==> src/rtl/cpu64_l1_evict.sv <==
// L1 eviction/writeback engine: reads the victim line, sends Release/ReleaseData on TL-C,
// waits for ReleaseAck on TL-D and then invalidates the way. Optional watchdog: CPU64_L1_EVICT_WDOG_EN.
module cpu64_l1_evict #(
  parameter  int unsigned INDEX_W   = 5,
  parameter  int unsigned TAG_W     = 21,
  parameter  int unsigned SOURCE_ID = 0,
  localparam int unsigned ADDR_W    = TAG_W + INDEX_W + 6
) (
  input  logic               clk_i,
  input  logic               rst_ni,
  input  logic               req_valid_i,
  output logic               req_ready_o,
  input  logic [INDEX_W-1:0] req_set_i,
  input  logic [2:0]         req_way_i,
  input  logic [TAG_W-1:0]   req_tag_i,
  input  logic               req_dirty_i,
  input  logic [1:0]         req_perm_i,
  output logic               da_re_o,
  output logic [INDEX_W-1:0] da_set_o,
  output logic [2:0]         da_way_o,
  output logic [2:0]         da_beat_o,
  input  logic [63:0]        da_rdata_i,
  output logic               c_valid_o,
  input  logic               c_ready_i,
  output logic [2:0]         c_opcode_o,
  output logic [2:0]         c_param_o,
  output logic [2:0]         c_size_o,
  output logic [3:0]         c_source_o,
  output logic [ADDR_W-1:0]  c_address_o,
  output logic [63:0]        c_data_o,
  input  logic               d_valid_i,
  input  logic [2:0]         d_opcode_i,
  output logic               d_ready_o,
  output logic               inv_valid_o,
  output logic [INDEX_W-1:0] inv_set_o,
  output logic [2:0]         inv_way_o,
  output logic               done_o,
  output logic               err_o
);

  typedef enum logic [2:0] {
    S_IDLE,
    S_RD,
    S_SEND,
    S_WAIT_ACK,
    S_FIN
  } state_e;

  localparam logic [1:0] PERM_N          = 2'd0;
  localparam logic [1:0] PERM_B          = 2'd1;
  localparam logic [2:0] OP_RELEASE      = 3'd6;
  localparam logic [2:0] OP_RELEASE_DATA = 3'd7;
  localparam logic [2:0] OP_RELEASE_ACK  = 3'd6;
  localparam logic [2:0] PARAM_TTON      = 3'd1;
  localparam logic [2:0] PARAM_BTON      = 3'd2;

  state_e             state_q, state_d;
  logic [2:0]         beat_q, beat_d;
  logic [INDEX_W-1:0] set_q, set_d;
  logic [2:0]         way_q, way_d;
  logic [TAG_W-1:0]   tag_q, tag_d;
  logic               dirty_q, dirty_d;
  logic [1:0]         perm_q, perm_d;
  logic [63:0]        data_q, data_d;
  logic               fresh_q, fresh_d;

`ifdef CPU64_L1_EVICT_WDOG_EN
  logic [9:0] wdog_q, wdog_d;
  logic       err_q, err_d;
`endif

  // NOTE: state registers use non-blocking assignments so every flop samples pre-edge values.
  always_ff @(posedge clk_i or negedge rst_ni) begin
    if (!rst_ni) begin
      state_q <= S_IDLE;
      beat_q  <= '0;
      set_q   <= '0;
      way_q   <= '0;
      tag_q   <= '0;
      dirty_q <= 1'b0;
      perm_q  <= '0;
      data_q  <= '0;
      fresh_q <= 1'b0;
`ifdef CPU64_L1_EVICT_WDOG_EN
      wdog_q  <= '0;
      err_q   <= 1'b0;
`endif
    end else begin
      state_q <= state_d;
      beat_q  <= beat_d;
      set_q   <= set_d;
      way_q   <= way_d;
      tag_q   <= tag_d;
      dirty_q <= dirty_d;
      perm_q  <= perm_d;
      data_q  <= data_d;
      fresh_q <= fresh_d;
`ifdef CPU64_L1_EVICT_WDOG_EN
      wdog_q  <= wdog_d;
      err_q   <= err_d;
`endif
    end
  end

  // NOTE: every signal written here gets a default first, so no path can infer a latch.
  always_comb begin
    state_d     = state_q;
    beat_d      = beat_q;
    set_d       = set_q;
    way_d       = way_q;
    tag_d       = tag_q;
    dirty_d     = dirty_q;
    perm_d      = perm_q;
    data_d      = data_q;
    fresh_d     = 1'b0;
`ifdef CPU64_L1_EVICT_WDOG_EN
    wdog_d      = wdog_q;
    err_d       = err_q;
`endif
    req_ready_o = 1'b0;
    da_re_o     = 1'b0;
    c_valid_o   = 1'b0;
    d_ready_o   = 1'b0;
    inv_valid_o = 1'b0;
    done_o      = 1'b0;

    unique case (state_q)
      S_IDLE: begin
        req_ready_o = 1'b1;
        if (req_valid_i) begin
          set_d   = req_set_i;
          way_d   = req_way_i;
          tag_d   = req_tag_i;
          dirty_d = req_dirty_i;
          perm_d  = req_perm_i;
          beat_d  = '0;
          if (req_perm_i == PERM_N) state_d = S_FIN;
          else if (req_dirty_i)     state_d = S_RD;
          else                      state_d = S_SEND;
        end
      end
      S_RD: begin
        da_re_o = 1'b1;
        fresh_d = 1'b1;
        state_d = S_SEND;
      end
      S_SEND: begin
        c_valid_o = 1'b1;
        // Read data is only valid in the first SEND cycle; keep a copy for stalls.
        if (fresh_q) data_d = da_rdata_i;
        if (c_ready_i) begin
          if (dirty_q && beat_q != 3'd7) begin
            beat_d  = beat_q + 3'd1;
            state_d = S_RD;
          end else begin
            state_d = S_WAIT_ACK;
`ifdef CPU64_L1_EVICT_WDOG_EN
            wdog_d  = '0;
`endif
          end
        end
      end
      S_WAIT_ACK: begin
        d_ready_o = (d_opcode_i == OP_RELEASE_ACK);
        if (d_valid_i && d_ready_o) begin
          state_d = S_FIN;
`ifdef CPU64_L1_EVICT_WDOG_EN
        end else if (wdog_q == 10'd1023) begin
          err_d   = 1'b1;
          state_d = S_FIN;
        end else begin
          wdog_d  = wdog_q + 10'd1;
`endif
        end
      end
      S_FIN: begin
        inv_valid_o = 1'b1;
        done_o      = 1'b1;
        state_d     = S_IDLE;
      end
      default: state_d = S_IDLE;
    endcase
  end

  assign da_set_o    = set_q;
  assign da_way_o    = way_q;
  assign da_beat_o   = beat_q;
  assign c_opcode_o  = dirty_q ? OP_RELEASE_DATA : OP_RELEASE;
  // Permission 3 is treated like Trunk.
  assign c_param_o   = (perm_q == PERM_B) ? PARAM_BTON : PARAM_TTON;
  assign c_size_o    = 3'd6;
  assign c_source_o  = 4'(SOURCE_ID);
  assign c_address_o = {tag_q, set_q, 6'd0};
  assign c_data_o    = dirty_q ? (fresh_q ? da_rdata_i : data_q) : 64'd0;
  assign inv_set_o   = set_q;
  assign inv_way_o   = way_q;

`ifdef CPU64_L1_EVICT_WDOG_EN
  assign err_o = err_q;
`else
  assign err_o = 1'b0;
`endif

endmodule

==> config.mk <==
export PLATFORM = sky130hd
export DESIGN_NAME = cpu64_l1_evict
export DESIGN_NICKNAME = d
export VERILOG_FILES = /design/src/rtl/cpu64_l1_evict.sv
export SDC_FILE = /design/constraint.sdc
export NUM_CORES = 1
export LEC_CHECK = 0
export ABC_CLOCK_PERIOD_IN_PS = 5000
export BUFFER_PORTS_ARGS = -buffer_cell sky130_fd_sc_hd__buf_4
export CAP_MARGIN = 25
export CORE_UTILIZATION = 50
export CTS_CLUSTER_SIZE = 20
export DETAILED_ROUTE_END_ITERATION = 10
export GPL_TIMING_DRIVEN = 0
export HOLD_SLACK_MARGIN = 0.02
export PLACE_DENSITY = 0.8
export SETUP_SLACK_MARGIN = 0.15
export SLEW_MARGIN = 20
export SYNTH_ARGS = -nofsm -noshare
export SYNTH_HDL_FRONTEND = slang
export SYNTH_SLANG_ARGS = --single-unit
export TNS_END_PERCENT = 10
==> constraint.sdc <==
create_clock -name clk_i -period 5 [get_ports clk_i]
set_input_delay 0.5 -clock clk_i [delete_from_list [all_inputs] [get_ports clk_i]]
set_output_delay 0.5 -clock clk_i [all_outputs]
set_load 0.03 [all_outputs]
==> flow_summary.yaml <==
outcome:
  status: "finished, final reports clean"
placed_design:
  place.detailed.hpwl_mm: 9.84
  place_congestion: 0.783
  io_buffers: 221
  placed_area_mm2: 0.00761
global_routing:
  antenna_found_initial: 0
  grt_pass1_wl_mm: 20.6
  grt_pass1_vias: 4230
  overflow: 0
  grt_usage: 0.228
  grt_max_degree: 104
floorplanning:
  core_area_mm2: 0.0110
  io_pins: 239
  rows: 38
  die_h_um: 109
  initial_core_util: 0.521
  die_x_um: 109
  dieArea_mm2: 0.0119
worst_setup_path:
  critPathKind: "reg -> out"
  cp-start-kind: "flip-flop"
  worst_setup_path_end_kind: "primary output"
  arrival_ns: 1.98
  r2r_cells: 5
  cp_max_fo: 10
  crit_required_ns: 4.50
logic_synthesis:
  ys_top_cells_by_count: "103 x dfrtp_1, 66 x mux2i_1, 66 x nor2b_1, 60 x mux2_4, 36 x buf_4"
  synthTopCellsByArea: "dfrtp_1 45%, mux2_4 16%, mux2i_1 12%"
  synth_top_area_share: 0.451
  synth_top_area_cell: "dfrtp_1"
  async_reset_ff_frac: 1.00
  yosys.cell_count.top_type: "dfrtp_1"
  ys_ff_latch: 103
  dominantRegCellSynth: "dfrtp_1"
  syn_area_mm2: 0.00572
  synth-seq-area-share: 0.451
  syn_inst: 430
  syn_avg_cell_area_um2: 13.3
  synthDistinctLibCells: 34
  synth_edf_count: 0
  ys_warn_count: 0
detailed_routing:
  first_pass_iters: 4
  drt_iter0_drc: 173
  remaining_drc_errors: 0
  vias: 4059
  antenna_left: 0
  wl_mm: 13.2
  wl_per_cell_um: 16.1
  viasPerCell: 4.94
layout:
  final_util: 0.718
  n_fill_cell: 800
  synthToLayoutAreaGrowth_pct: 38.0
  diodes: 0
  fin_nets: 783
  fin_area_mm2: 0.00789
  drive_gt1_frac: 0.565
  multi_input_comb_area_mm2: 0.00268
  ff_latch_area_mm2: 0.00258
clock_network:
  root_buffer: "clkbuf_16"
  htree_levels: 3
  cts_setup_buffers: 0
  cts_resized: 0
  clk_path_buf_depth: 2
  cts_tree: "built"
  clk_latency_ns: 0.35
  clk_pin_slew_ns: 0.07
  cts_sinks: 103
  cts_buffers: 9
  cts_hold_buf: 0
timing:
  skew_ns: 0.00771
  setup_tns_ns: 0
  rsz0062_at_grt: "no"
  final.period_utilization: 0.496
  finalSetupViolCount: 0
  fmax_ghz: 0.403
  min_period_ns: 2.48
  slew-limit-headroom: 0.385
  hold_viol_final: 0
  tightest_slew_ns: 0.922
  drv_slew: 0
pwr:
  p_int_mw: 3.27
  comb_power_share: 0.614
  seqPwrFrac: 0.268
  peakVddDrop_v: 0.000583
  power_density_mw_per_mm2: 715
  clkPwrFrac: 0.118
  switching_share: 0.420
  leakagePower_nw: 3.81
  p_sw_mw: 2.37
run:
  max-cap-violations: 0
min_path:
  min_path_type: "in -> async"
cell families (layout without fill, tap and decap cells):
logic type / after synthesis / in the layout / share of synthesized area
compound gates: 10 / 10 / 0.0127
buf+inv: 64 / 300 / 0.0897
other cells: 2 / 17 / 0.00131
mux: 163 / 163 / 0.346
flops: 103 / 103 / 0.451
fa+ha+maj: 2 / 2 / 0.00438
simple gates: 86 / 86 / 0.0952
path summary, 6_finish.rpt:
| kind | start | endpoint | slack [ns] |
|---|---|---|---|
| hold reg to reg | data_q[21] | data_q[21] | 0.51 |
| setup / recovery | dirty_q | c_data_o[40] | 2.52 |
| setup reg to reg | da_beat_o[0] | da_beat_o[0] | 3.13 |
| hold / removal | rst_ni | data_q[33] | 0.26 |
| max in group asynchronous | rst_ni | tag_q[8] | 4.13 |
| min in group clk_i | req_tag_i[6] | tag_q[6] | 0.37 |
sequential cells by signal (all words and copies together) (netlist names):
| name | count |
|---|---|
| tag_q | 21 |
| da_set_o | 5 |
| data_q | 64 |
| da_way_o | 3 |
| state_q | 3 |
| da_beat_o | 3 |
| perm_q | 2 |
| fresh_q | 1 |
| dirty_q | 1 |
area by class of cell:
cell class                      count  share of cell area
Buffer                             59              0.0626
Clock buffer                       13              0.0330
Clock inverter                      2             0.00206
Inverter                            5             0.00238
Multi-Input combinational cell    278               0.340
Sequential cell                   103               0.327
Tap cell                          140              0.0222
Timing Repair Buffer              221               0.211
per-layer routing:
metal	track usage	wire, um
met5	0	0
met2	0.397	6670
met3	0.0729	1110
met1	0.258	5140
met4	0.0917	288
placed cells by master (no fill, tap or decap), types with 2 or more instances in the layout:
cell type / count
buf_4: 256
dfrtp_1: 103
mux2i_1: 66
nor2b_1: 66
mux2_4: 60
mux2_2: 35
conb_1: 17
clkbuf_1: 9
clkbuf_16: 9
buf_2: 7
buf_12: 7
inv_1: 5
nand2_1: 4
buf_6: 3
nor2_1: 3
nor3_1: 2
nand2b_1: 2
nor4_1: 2
o21ai_0: 2
a31oi_1: 2
mux2_1: 2
ha_1: 2
clkbuf_8: 2
worst max-delay path, stage by stage (launching register included):
cell and delay (ns):
dfrtp_1 0.41, clkbuf_1 0.44, clkbuf_1 0.34, nor2b_1 0.24
buf_4 0.19
metrics by stage:
stage / cells / hold WS [ns] / power (mW) / worst slack, ns
after detailed placement: 806 / 0.488 / 4.99 / 2.86
after global placement: 806 / 0.472 / 4.91 / 2.89
after CTS: 821 / 0.295 / 5.69 / 2.45
after floorplan: 445 / 0.204 / 3.91 / 2.96
final: 821 / 0.257 / 5.64 / 2.52
after global routing: 821 / 0.337 / 5.94 / 2.35
power by group through the flow:
stage	sequential, mW	clock, mW	combinational, mW
floorplan	1.71	0	2.19
global placement	1.49	0	3.42
detailed placement	1.51	0	3.48
CTS	1.51	0.680	3.49
global route	1.57	0.711	3.67
finish	1.51	0.666	3.46
No activity file was read; power rests on OpenSTA's default activity.
